==> src/rtl/mc_ctrl_if.sv <==
// Unified memory port between mc_ctrl and the shared instruction/data memory.
// master drives mem_req/IorD/MemWrite, slave answers with mem_ack.
interface mc_ctrl_if;
    logic mem_req;
    logic mem_ack;
    logic IorD;
    logic MemWrite;

    modport master (
        output mem_req,
        output IorD,
        output MemWrite,
        input  mem_ack
    );

    modport slave (
        input  mem_req,
        input  IorD,
        input  MemWrite,
        output mem_ack
    );
endinterface

==> src/rtl/mc_ctrl.sv <==
// Multi-cycle MIPS control FSM: FETCH/DECODE/EXEC/MEM/WB sequencing over a
// shared req/ack memory port (mem), with wait-state timeout into HALT.
// Ports: clk, rstn, Op/Funct/Zero in; datapath enables/selects, state,
// instr_done, illegal, bus_err, halted out. All outputs are 0 while rstn=0.
module mc_ctrl #(
    parameter int unsigned MEM_TIMEOUT = 255
) (
    input  logic       clk,
    input  logic       rstn,
    input  logic [5:0] Op,
    input  logic [5:0] Funct,
    input  logic       Zero,
    mc_ctrl_if.master  mem,
    output logic       IRWrite,
    output logic       PCWrite,
    output logic       RegWrite,
    output logic       EXTOp,
    output logic       ALUSrcA,
    output logic       ALUSrcB,
    output logic [4:0] ALUOp,
    output logic [1:0] NPCOp,
    output logic [1:0] GPRSel,
    output logic [1:0] WDSel,
    output logic [3:0] state,
    output logic       instr_done,
    output logic       illegal,
    output logic       bus_err,
    output logic       halted
);
    typedef enum logic [3:0] {
        S_FETCH = 4'd0, S_DECODE = 4'd1, S_EXEC = 4'd2,
        S_WB_ALU = 4'd3, S_MEM_ADDR = 4'd4, S_MEM_RD = 4'd5,
        S_WB_MEM = 4'd6, S_MEM_WR = 4'd7, S_BRANCH = 4'd8,
        S_JUMP = 4'd9, S_HALT = 4'd10
    } state_e;

    localparam logic [4:0] A_ADD = 5'd1, A_SUB = 5'd2;
    localparam logic [7:0] TO = 8'(MEM_TIMEOUT);

    state_e     state_q, state_d;
    logic [7:0] cnt_q, cnt_d;

    logic       r_alu, i_alu, ld, st, br, jmp;
    logic       link, jreg, shamt, ext_op, is_beq;
    logic [4:0] alu_op;

    always_comb begin
        r_alu = 1'b0; i_alu = 1'b0; ld = 1'b0; st = 1'b0;
        br = 1'b0; jmp = 1'b0; link = 1'b0; jreg = 1'b0;
        shamt = 1'b0; ext_op = 1'b0; is_beq = 1'b0;
        alu_op = 5'd0;
        case (Op)
            6'h00: begin
                r_alu = 1'b1;
                case (Funct)
                    6'h20, 6'h21: alu_op = 5'd1;
                    6'h22, 6'h23: alu_op = 5'd2;
                    6'h24: alu_op = 5'd3;
                    6'h25: alu_op = 5'd4;
                    6'h26: alu_op = 5'd15;
                    6'h27: alu_op = 5'd7;
                    6'h2A: alu_op = 5'd5;
                    6'h2B: alu_op = 5'd6;
                    6'h00: begin alu_op = 5'd8;  shamt = 1'b1; end
                    6'h02: begin alu_op = 5'd9;  shamt = 1'b1; end
                    6'h03: begin alu_op = 5'd10; shamt = 1'b1; end
                    6'h04: alu_op = 5'd11;
                    6'h06: alu_op = 5'd12;
                    6'h07: alu_op = 5'd16;
                    6'h08: begin r_alu = 1'b0; jmp = 1'b1; jreg = 1'b1; end
                    6'h09: begin
                        r_alu = 1'b0; jmp = 1'b1;
                        jreg = 1'b1; link = 1'b1;
                    end
                    default: r_alu = 1'b0;
                endcase
            end
            6'h08: begin i_alu = 1'b1; alu_op = 5'd1; ext_op = 1'b1; end
            6'h0C: begin i_alu = 1'b1; alu_op = 5'd3; end
            6'h0D: begin i_alu = 1'b1; alu_op = 5'd4; end
            6'h0A: begin i_alu = 1'b1; alu_op = 5'd5; ext_op = 1'b1; end
            6'h0F: begin i_alu = 1'b1; alu_op = 5'd13; end
            6'h23: begin ld = 1'b1; ext_op = 1'b1; end
            6'h2B: begin st = 1'b1; ext_op = 1'b1; end
            6'h04: begin br = 1'b1; ext_op = 1'b1; is_beq = 1'b1; end
            6'h05: begin br = 1'b1; ext_op = 1'b1; end
            6'h02: jmp = 1'b1;
            6'h03: begin jmp = 1'b1; link = 1'b1; end
            default: ;
        endcase
    end

    logic       req_c, iord_c, mw_c, irw_c, pcw_c, rw_c;
    logic       ext_c, asa_c, asb_c, done_c, ill_c, berr_c, halt_c;
    logic [4:0] alu_c;
    logic [1:0] npc_c, gsel_c, wd_c;

    always_comb begin
        state_d = state_q;
        req_c = 1'b0; iord_c = 1'b0; mw_c = 1'b0; irw_c = 1'b0;
        pcw_c = 1'b0; rw_c = 1'b0; ext_c = 1'b0; asa_c = 1'b0;
        asb_c = 1'b0; done_c = 1'b0; ill_c = 1'b0; berr_c = 1'b0;
        halt_c = 1'b0; alu_c = 5'd0; npc_c = 2'b00;
        gsel_c = 2'b00; wd_c = 2'b00;
        unique case (state_q)
            S_FETCH: begin
                req_c = 1'b1;
                if (mem.mem_ack) begin
                    irw_c = 1'b1; pcw_c = 1'b1;
                    state_d = S_DECODE;
                end
            end
            S_DECODE: begin
                if (r_alu | i_alu)  state_d = S_EXEC;
                else if (ld | st)   state_d = S_MEM_ADDR;
                else if (br)        state_d = S_BRANCH;
                else if (jmp)       state_d = S_JUMP;
                else begin
                    ill_c = 1'b1; done_c = 1'b1;
                    state_d = S_FETCH;
                end
            end
            S_EXEC, S_WB_ALU: begin
                alu_c = alu_op; asa_c = shamt;
                asb_c = i_alu; ext_c = ext_op;
                if (state_q == S_EXEC) state_d = S_WB_ALU;
                else begin
                    rw_c = 1'b1; done_c = 1'b1;
                    gsel_c = i_alu ? 2'b01 : 2'b00;
                    state_d = S_FETCH;
                end
            end
            S_MEM_ADDR: begin
                alu_c = A_ADD; asb_c = 1'b1; ext_c = ext_op;
                state_d = ld ? S_MEM_RD : S_MEM_WR;
            end
            S_MEM_RD, S_MEM_WR: begin
                alu_c = A_ADD; asb_c = 1'b1; ext_c = ext_op;
                req_c = 1'b1; iord_c = 1'b1;
                mw_c = (state_q == S_MEM_WR);
                if (mem.mem_ack) begin
                    done_c = mw_c;
                    state_d = mw_c ? S_FETCH : S_WB_MEM;
                end
            end
            S_WB_MEM: begin
                rw_c = 1'b1; wd_c = 2'b01; gsel_c = 2'b01;
                done_c = 1'b1; state_d = S_FETCH;
            end
            S_BRANCH: begin
                alu_c = A_SUB; npc_c = 2'b01; ext_c = ext_op;
                pcw_c = is_beq ? Zero : ~Zero;
                done_c = 1'b1; state_d = S_FETCH;
            end
            S_JUMP: begin
                pcw_c = 1'b1;
                npc_c = jreg ? 2'b11 : 2'b10;
                if (link) begin
                    rw_c = 1'b1; wd_c = 2'b10; gsel_c = 2'b10;
                end
                done_c = 1'b1; state_d = S_FETCH;
            end
            S_HALT: halt_c = 1'b1;
            default: state_d = S_FETCH;
        endcase
        // Timeout fires only while still waiting; an ack in the same cycle wins.
        if (MEM_TIMEOUT != 0 && req_c && !mem.mem_ack && cnt_q == TO) begin
            berr_c = 1'b1;
            state_d = S_HALT;
        end
    end

    always_comb begin
        cnt_d = cnt_q;
        if (state_d != state_q || mem.mem_ack) cnt_d = 8'd0;
        else if (req_c && cnt_q != 8'hFF) cnt_d = cnt_q + 8'd1;
    end

    always_ff @(posedge clk or negedge rstn) begin
        if (!rstn) begin
            state_q <= S_FETCH;
            cnt_q   <= 8'd0;
        end else begin
            state_q <= state_d;
            cnt_q   <= cnt_d;
        end
    end

    // Reset masks every output combinationally so an in-flight access drops.
    assign mem.mem_req  = req_c & rstn;
    assign mem.IorD     = iord_c & rstn;
    assign mem.MemWrite = mw_c & rstn;
    assign IRWrite      = irw_c & rstn;
    assign PCWrite      = pcw_c & rstn;
    assign RegWrite     = rw_c & rstn;
    assign EXTOp        = ext_c & rstn;
    assign ALUSrcA      = asa_c & rstn;
    assign ALUSrcB      = asb_c & rstn;
    assign ALUOp        = rstn ? alu_c : 5'd0;
    assign NPCOp        = rstn ? npc_c : 2'b00;
    assign GPRSel       = rstn ? gsel_c : 2'b00;
    assign WDSel        = rstn ? wd_c : 2'b00;
    assign state        = rstn ? state_q : 4'd0;
    assign instr_done   = done_c & rstn;
    assign illegal      = ill_c & rstn;
    assign bus_err      = berr_c & rstn;
    assign halted       = halt_c & rstn;
endmodule

==> src/flat_wrapper.sv <==
// flat-port wrapper written by rule: the top's interface ports become plain ports
module mc_ctrl_flat 
#(
    parameter int unsigned MEM_TIMEOUT = 255
)
  (clk, rstn, Op, Funct, Zero, IRWrite, PCWrite, RegWrite, EXTOp, ALUSrcA, ALUSrcB, ALUOp, NPCOp, GPRSel, WDSel, state, instr_done, illegal, bus_err, halted, mem_mem_req, mem_IorD, mem_MemWrite, mem_mem_ack);
  mc_ctrl_if mem_i ();
  input  logic clk;
  input  logic rstn;
  input  logic [5:0] Op;
  input  logic [5:0] Funct;
  input  logic Zero;
  output logic IRWrite;
  output logic PCWrite;
  output logic RegWrite;
  output logic EXTOp;
  output logic ALUSrcA;
  output logic ALUSrcB;
  output logic [4:0] ALUOp;
  output logic [1:0] NPCOp;
  output logic [1:0] GPRSel;
  output logic [1:0] WDSel;
  output logic [3:0] state;
  output logic instr_done;
  output logic illegal;
  output logic bus_err;
  output logic halted;
  output wire logic [$bits(mem_i.mem_req)-1:0] mem_mem_req;
  output wire logic [$bits(mem_i.IorD)-1:0] mem_IorD;
  output wire logic [$bits(mem_i.MemWrite)-1:0] mem_MemWrite;
  input wire logic [$bits(mem_i.mem_ack)-1:0] mem_mem_ack;
  assign mem_mem_req = mem_i.mem_req;
  assign mem_IorD = mem_i.IorD;
  assign mem_MemWrite = mem_i.MemWrite;
  assign mem_i.mem_ack = mem_mem_ack;
  mc_ctrl #(.MEM_TIMEOUT(MEM_TIMEOUT)) u_core (.clk(clk), .rstn(rstn), .Op(Op), .Funct(Funct), .Zero(Zero), .mem(mem_i), .IRWrite(IRWrite), .PCWrite(PCWrite), .RegWrite(RegWrite), .EXTOp(EXTOp), .ALUSrcA(ALUSrcA), .ALUSrcB(ALUSrcB), .ALUOp(ALUOp), .NPCOp(NPCOp), .GPRSel(GPRSel), .WDSel(WDSel), .state(state), .instr_done(instr_done), .illegal(illegal), .bus_err(bus_err), .halted(halted));
endmodule
==> config.mk <==
export PLATFORM = sky130hd
export DESIGN_NAME = mc_ctrl_flat
export DESIGN_NICKNAME = d
export VERILOG_FILES = /design/src/rtl/mc_ctrl_if.sv /design/src/rtl/mc_ctrl.sv /design/src/flat_wrapper.sv
export SDC_FILE = /design/constraint.sdc
export NUM_CORES = 1
export LEC_CHECK = 0
export BUFFER_PORTS_ARGS = -buffer_cell sky130_fd_sc_hd__buf_4
export CAP_MARGIN = 25
export CORE_UTILIZATION = 52
export DETAILED_ROUTE_END_ITERATION = 12
export HOLD_SLACK_MARGIN = 0.05
export PLACE_DENSITY = 0.76
export SLEW_MARGIN = 20
export SYNTH_ARGS = -nofsm -noshare
export SYNTH_HDL_FRONTEND = slang
export SYNTH_SLANG_ARGS = --single-unit
==> constraint.sdc <==
create_clock -name clk -period 2.6 [get_ports clk]
set_input_delay 0.39 -clock clk [delete_from_list [all_inputs] [get_ports clk]]
set_output_delay 0.39 -clock clk [all_outputs]
set_load 0.01 [all_outputs]
==> results.tsv, run 1 <==
stage	metric	value	unit
hold_path	Hold WC Path Type	input port to asynchronous set/reset pin	
logic_synthesis	Yosys reg bits	12	
floorplan	die area	3130	um2
critical_path	FF-to-FF setup slack	0.55	ns
sta	Slew headroom	0.602	
cells_and_area	Area Overhead vs Synth	29.6	%
logic_synthesis	Mean Syn Cell Area	6.86	um2
sta	Period minus WS final	2.54	ns
floorplan	Initial Utilization	0.549	
clock_network	Worst-path clk slew	0.08	ns
global_routing	first-pass GRT wire length	7490	um
sta	Slew @ Worst Pin	0.592	ns
critical_path	R2R depth	6	
routing	via/cell ratio	6.19	
critical_path	Critical Path RT	2.21	ns
global_routing	gr ovfl total	0	
sta	RSZ-0062 raised after global routing	no	
logic_synthesis	xor/xnor share of the synthesized area	0.0578	
routing	Initial DRC Count	105	
logic_synthesis	ys async rst share	1.00	
clock_network	CTS Buf Count	3	
sta	Max Slew Vio Count	0	
routing	via count	1845	
job	max-cap violation count	0	
place	DP Wirelength	3350	um
sta	final-report hold violation count	0	
routing	Routed Antenna Nets	0	
sta	Hold Slack	0.507	ns
routing	drt pass-1 iters	4	
sta	setup TNS	0	ns
routing	DRC viols	0	
routing	M1 WL	1970	um
logic_synthesis	Seq/Total Area, Yosys	0.198	
routing	top sig layer	met4	
clock_network	clock latency on the worst-skew pair	0.28	ns
global_routing	largest net degree at the start of global routing	21	
logic_synthesis	Yosys Warn Count	0	
routing	total wire length	4530	um
critical_path	Worst EP arrival	2.15	ns
logic_synthesis	Synth Area in Compound Gates	0.260	
floorplan	Die Y	56.0	um
global_routing	antenna violations before repair	0	
logic_synthesis	Mapped Cells	221	
sta	Max Freq	0.393	GHz
sta	final number of setup-violating endpoints	0	
global_routing	vias in the first global route	1586	
logic_synthesis	mux cell area share after synthesis	0.0132	
cells_and_area	Fillers	267	
routing	WL met2	2100	um
floorplan	I/O pins	44	
floorplan	die extent in x	56.0	um
clock_network	clk buf depth	2	
run_status	outcome	complete, no violations	
critical_path	Reg-to-Reg End	u_core.cnt_q[1]	
power	Pwr Density	598	nW/um2
logic_synthesis	Synth cell types	48	
critical_path	Critical Path End Type	primary output	
power	Leak	0.865	nW
floorplan	core area	2760	um2
logic_synthesis	Main synth FF type	dfrtp_1	
routing	metal3 WL	383	um
cells_and_area	fraction of layout cells with a size suffix above 1	0.247	
clock_network	H-tree depth	1	
clock_network	# clock sinks	12	
logic_synthesis	area share of and/or/nand/nor cells after synthesis	0.408	
clock_network	TritonCTS clock tree	done	
sta	Fin Clk Skew	0.00293	ns
global_routing	total track usage	0.293	
place	Routability Congestion	0.911	
cells_and_area	# diodes	0	
logic_synthesis	Synth Cell Area	1520	um2
clock_network	cell at the root of the clock tree	clkbuf_4	
critical_path	Worst Setup Start Kind	input port	
critical_path	kind of critical path	input port to primary output	
sta	Period Utilization, post-route	0.979	
logic_synthesis	Synthesized Nets	238	
critical_path	crit path max fanout	6	
routing	drt wl/cell	15.2	um
place	PortBufs	43	
cells_and_area	nets@finish	285	
floorplan	row count	19	
logic_synthesis	main combinational cell family by area after synthesis	simple AND/OR/NAND/NOR gates	
power	maximum vdd drop	853	uV
logic_synthesis	number of flops mapped to enable cells by yosys	0	
critical_path	worst r2r src	u_core.state_q[2]	
logic_synthesis	Synth Area in Adders	0.00826	
-- worst max-delay path, stage by stage --
cell	delay, ns
buf_4	0.13
or4_4	0.55
nor4_4	0.26
o21ai_2	0.11
o21bai_1	0.20
a2111oi_2	0.33
buf_4	0.18
-- worst max-delay path by stage --
| stage | slack, ns | from | end | cells past startpoint |
|---|---|---|---|---|
| 4_1_cts | 0.06 | Op[3] | ALUOp[0] | 7 |
| 6_report | 0.06 | Op[3] | ALUOp[0] | 7 |
| 5_1_grt | 0.005 | Op[3] | ALUOp[2] | 9 |
| 2_1_floorplan | 0.30 | Op[3] | ALUOp[0] | 5 |
| 3_3_place_gp | 0.09 | Op[3] | ALUOp[0] | 7 |
| 3_5_place_dp | 0.07 | Op[3] | ALUOp[0] | 7 |
-- per-layer routing --
layer,track usage,vias up
met5,0,-
met4,0.0767,0
met3,0.0465,8
met2,0.452,99
met1,0.425,824
li1,-,914
-- area by class of cell --
type	count	area (um2)	share of cell area
clock buffers	4	36.3	0.0185
repair buffers	54	408	0.208
flip-flops and latches	12	302	0.154
multi-input cells	187	1140	0.581
well taps	31	38.8	0.0198
inverters	10	37.5	0.0191
-- registers in the layout (all words and copies together) (netlist names) --
register	count
u_core.state_q	4
u_core.cnt_q	8
-- stage by stage --
stage | power [W] | utilization | setup slack (ns) | cells | area, um2
after floorplan | 0.000736 | - | 0.298 | 221 | 1520
after detailed placement | 0.000996 | 0.686 | 0.0689 | 291 | 1890
final | 0.00117 | 0.712 | 0.0553 | 298 | 1960
after global routing | 0.00126 | 0.712 | 0.00501 | 298 | 1960
after CTS | 0.00115 | 0.703 | 0.0633 | 296 | 1940
after global placement | 0.000991 | 0.686 | 0.0860 | 291 | 1890
-- cells by family (layout without fill, tap and decap cells) --
family                   Yosys count  in the layout
AO/OA/AOI/OAI                     61             61
multiplexers                       2              2
XOR/XNOR                          10             10
AND/OR/NAND/NOR                  113            113
adder cells (fa/ha/maj)            1              1
buffers and inverters             22             68
flip-flops                        12             12
-- report_power, final --
part	switching (W)	internal, W	total [W]
clock network	0.0000671	0.0000852	0.000152
logic	0.000469	0.000296	0.000765
registers	0.0000398	0.000217	0.000257
total	0.000576	0.000598	0.00117
-- Yosys cell counts, types with 2 or more instances --
cell / number / area share
nand2_1: 17 / 0.042
o41ai_1: 3 / 0.017
a2bb2oi_1: 2 / 0.012
inv_1: 9 / 0.022
a21oi_1: 21 / 0.069
clkbuf_1: 12 / 0.030
xnor2_1: 2 / 0.012
nor2b_1: 5 / 0.021
xor2_1: 8 / 0.046
nand2b_1: 3 / 0.012
a31oi_1: 2 / 0.0083
and4_1: 2 / 0.012
nor2_1: 27 / 0.067
nor4_1: 7 / 0.029
nand4b_1: 2 / 0.012
o21ai_1: 2 / 0.0066
o21ai_0: 10 / 0.033
and3_1: 7 / 0.029
dfrtp_1: 12 / 0.20
o21a_1: 3 / 0.015
and2_1: 7 / 0.029
a211oi_1: 2 / 0.0099
o21bai_1: 3 / 0.015
o22ai_1: 2 / 0.0083
nand3_1: 11 / 0.036
nand4_1: 6 / 0.025
nor3_1: 9 / 0.030
or3_1: 3 / 0.012
nor4b_1: 2 / 0.012
mux2i_1: 2 / 0.013
-- placed cells by master, fill, tap and decap left out, drive strengths merged, types with 2 or more instances in the layout --
cell type and count:
o21bai 3, and2 7, nand2b 3, nand2 17
a21oi 22, a31oi 2, clkbuf 4, xnor2 2
a2bb2oi 2, o41ai 3, nor4b 2, dfrtp 12
nor4 8, buf 53, nor2b 5, a2111oi 2
and4 2, and3 7, a211oi 2, o21a 3
xor2 8, nand4b 2, nand4 6, inv 9
o21ai 13, or3 3, mux2i 2, nand3 11
nor2 27, nor3 9, nor3b 2, o22ai 2
-- repair_timing --
item                                   in CTS  in global routing
setup endpoints to repair                   0                  5
endpoints found under the hold margin      12                  0
gates resized for setup                     0                  3
setup buffers                               0                  2
hold buffers                                1                  0
Note: power is estimated with default switching activity, not from simulation.
==> run 2, diff against run 1 <==
--- a/config.mk
+++ b/config.mk
@@ -7,11 +7,12 @@
 export LEC_CHECK = 0
 export BUFFER_PORTS_ARGS = -buffer_cell sky130_fd_sc_hd__buf_4
 export CAP_MARGIN = 25
+export CORE_ASPECT_RATIO = 0.6
 export CORE_UTILIZATION = 52
 export DETAILED_ROUTE_END_ITERATION = 12
 export HOLD_SLACK_MARGIN = 0.05
 export PLACE_DENSITY = 0.76
-export SLEW_MARGIN = 20
+export SLEW_MARGIN = 15
 export SYNTH_ARGS = -nofsm -noshare
 export SYNTH_HDL_FRONTEND = slang
 export SYNTH_SLANG_ARGS = --single-unit
==> run 2 against run 1 <==
Effect of this change:
- largest power group unchanged
- cell count unchanged
- via count rose by 6.6%
- clock power grew 39%
- count of clock-buffer cells in the layout stayed put
==> results.tsv, run 2 (same netlist as run 1, synthesis figures left out) <==
stage	metric	value	unit	change
clock_network	TritonCTS clock tree	done		unchanged
cells_and_area	most common cell after layout, fill and taps aside	buf_4		unchanged
routing	via count	1966		was 1845
cells_and_area	Top Registers	u_core.cnt_q (8), u_core.state_q (4)		unchanged
sta	Fin Clk Skew	0.00708	ns	was 0.00293 ns
routing	drt wl/cell	17.2	um	was 15.2 um
global_routing	largest net degree at the start of global routing	21		unchanged
critical_path	Reg-to-Reg End	u_core.cnt_q[1]		unchanged
critical_path	Worst Setup Start Kind	input port		unchanged
sta	Period Utilization, post-route	0.977		was 0.979
cells_and_area	Largest register FFs	8		unchanged
sta	Period minus WS final	2.54	ns	about the same
hold_path	Hold WC Path Type	input port to asynchronous set/reset pin		unchanged
critical_path	Critical Path End Type	primary output		unchanged
routing	total wire length	5110	um	was 4530 um
critical_path	worst r2r src	u_core.state_q[0]		was u_core.state_q[2]
routing	drt pass-1 iters	5		was 4
routing	Initial DRC Count	352		was 105
power	Pwr Density	646	nW/um2	was 598 nW/um2
critical_path	Critical Path RT	2.21	ns	about the same
sta	final-report hold violation count	0		unchanged
clock_network	Worst-path clk slew	0.06	ns	was 0.08 ns
critical_path	FF-to-FF setup slack	0.56	ns	was 0.55 ns
cells_and_area	Fillers	199		was 267
cells_and_area	most frequent cells in the layout	buf_4, nor2_1, a21oi_1		unchanged
sta	Slew headroom	0.533		was 0.602
critical_path	crit path max fanout	6		unchanged
cells_and_area	nets@finish	284		was 285
floorplan	I/O pins	44		unchanged
place	PortBufs	43		unchanged
clock_network	CTS Buf Count	3		unchanged
cells_and_area	post-layout util	0.752		was 0.712
critical_path	kind of critical path	input port to primary output		unchanged
clock_network	clock latency on the worst-skew pair	0.25	ns	was 0.28 ns
routing	DRC viols	0		unchanged
sta	RSZ-0062 raised after global routing	no		unchanged
clock_network	cell at the root of the clock tree	clkbuf_8		was clkbuf_4
floorplan	die area	3140	um2	was 3130 um2
floorplan	row count	14		was 19
global_routing	gr ovfl total	0		unchanged
sta	Max Freq	0.393	GHz	about the same
global_routing	total track usage	0.336		was 0.293
sta	Slew @ Worst Pin	0.692	ns	was 0.592 ns
place	DP Wirelength	3870	um	was 3350 um
sta	setup TNS	0	ns	unchanged
cells_and_area	Area Overhead vs Synth	30.4	%	was 29.6%
run_status	outcome	complete, no violations		unchanged
routing	Routed Antenna Nets	0		unchanged
floorplan	Die Y	43.8	um	was 56.0 um
cells_and_area	# diodes	0		unchanged
place	Routability Congestion	0.987		was 0.911
cells_and_area	fraction of layout cells with a size suffix above 1	0.237		was 0.247
floorplan	die extent in x	71.7	um	was 56.0 um
job	max-cap violation count	0		unchanged
global_routing	antenna violations before repair	0		unchanged
clock_network	# Post-CTS Setup Buffers	0		unchanged
routing	via/cell ratio	6.60		was 6.19
cells_and_area	most flop-heavy register	u_core.cnt_q		unchanged
clock_network	H-tree depth	1		unchanged
critical_path	R2R depth	6		unchanged
clock_network	clk buf depth	2		unchanged
power	maximum vdd drop	634	uV	was 853 uV
floorplan	core area	2630	um2	was 2760 um2
power	Leak	0.873	nW	was 0.865 nW
sta	final number of setup-violating endpoints	0		unchanged
global_routing	vias in the first global route	1604		was 1586
critical_path	Worst EP arrival	2.15	ns	about the same
global_routing	first-pass GRT wire length	8070	um	was 7490 um
sta	Max Slew Vio Count	0		unchanged
floorplan	Initial Utilization	0.577		was 0.549
clock_network	# clock sinks	12		unchanged
[run 2: cell types whose count changed in the layout (fill, tap and decap cells not counted), sizes merged]
cell	change
buf	-1
[run 2: timing repair]
action | CTS | global route
gates resized for setup | 0 | 2
hold buffers | 1 | 0
hold endpoints to repair | 12 | 0
setup endpoints to repair | 0 | 2
[run 2: layout make-up]
class / instances / area [um2] / area share
well taps: 32 / 40.0 / 0.0203
repair buffers: 53 / 404 / 0.205
clock buffers: 4 / 55.1 / 0.0279
multi-input cells: 187 / 1140 / 0.576
inverters: 10 / 37.5 / 0.0190
flip-flops and latches: 12 / 300 / 0.152
[run 2: how the worst max path moves through the flow]
stage / from / to / slack [ns] / depth (start not counted)
after global routing: Op[3] / ALUOp[0] / 0.004 / 7
after floorplan: Op[3] / ALUOp[0] / 0.30 / 5
after detailed placement: Op[3] / ALUOp[0] / 0.08 / 7
final: Op[3] / ALUOp[0] / 0.06 / 7
after global placement: Op[3] / ALUOp[0] / 0.11 / 7
after CTS: Op[3] / ALUOp[0] / 0.08 / 7
[run 2: routing by layer]
metal  up-vias  wire (um)  track usage
li1        908          -            -
met2       157       1950        0.449
met1       882       2360        0.526
met4         0        109       0.0510
met3        19        696        0.102
met5         -          0            0
[run 2: critical path, cell delays in order]
cell	delay (ns)
buf_4	0.13
or4_4	0.58
nor4_4	0.22
o21ai_2	0.12
o21bai_1	0.18
a2111oi_2	0.36
buf_4	0.18
[run 2: where the power goes]
| part | switching (W) | total, W | internal, W |
|---|---|---|---|
| Sequential | 0.0000554 | 0.000271 | 0.000216 |
| Combinational | 0.000488 | 0.000794 | 0.000306 |
| Clock | 0.0000769 | 0.000211 | 0.000134 |
[run 2: through the flow]
| stage | total power [W] | setup slack (ns) | cells | hold slack, ns | cell area (um2) |
|---|---|---|---|---|---|
| detailed placement | 0.00102 | 0.0788 | 293 | 0.265 | 1900 |
| floorplan | 0.000736 | 0.298 | 221 | 0.0944 | 1520 |
| finish | 0.00128 | 0.0586 | 298 | 0.526 | 1980 |
| CTS | 0.00123 | 0.0797 | 298 | 0.544 | 1970 |
| global placement | 0.00101 | 0.110 | 293 | 0.262 | 1900 |
| global route | 0.00134 | 0.00447 | 298 | 0.543 | 1980 |
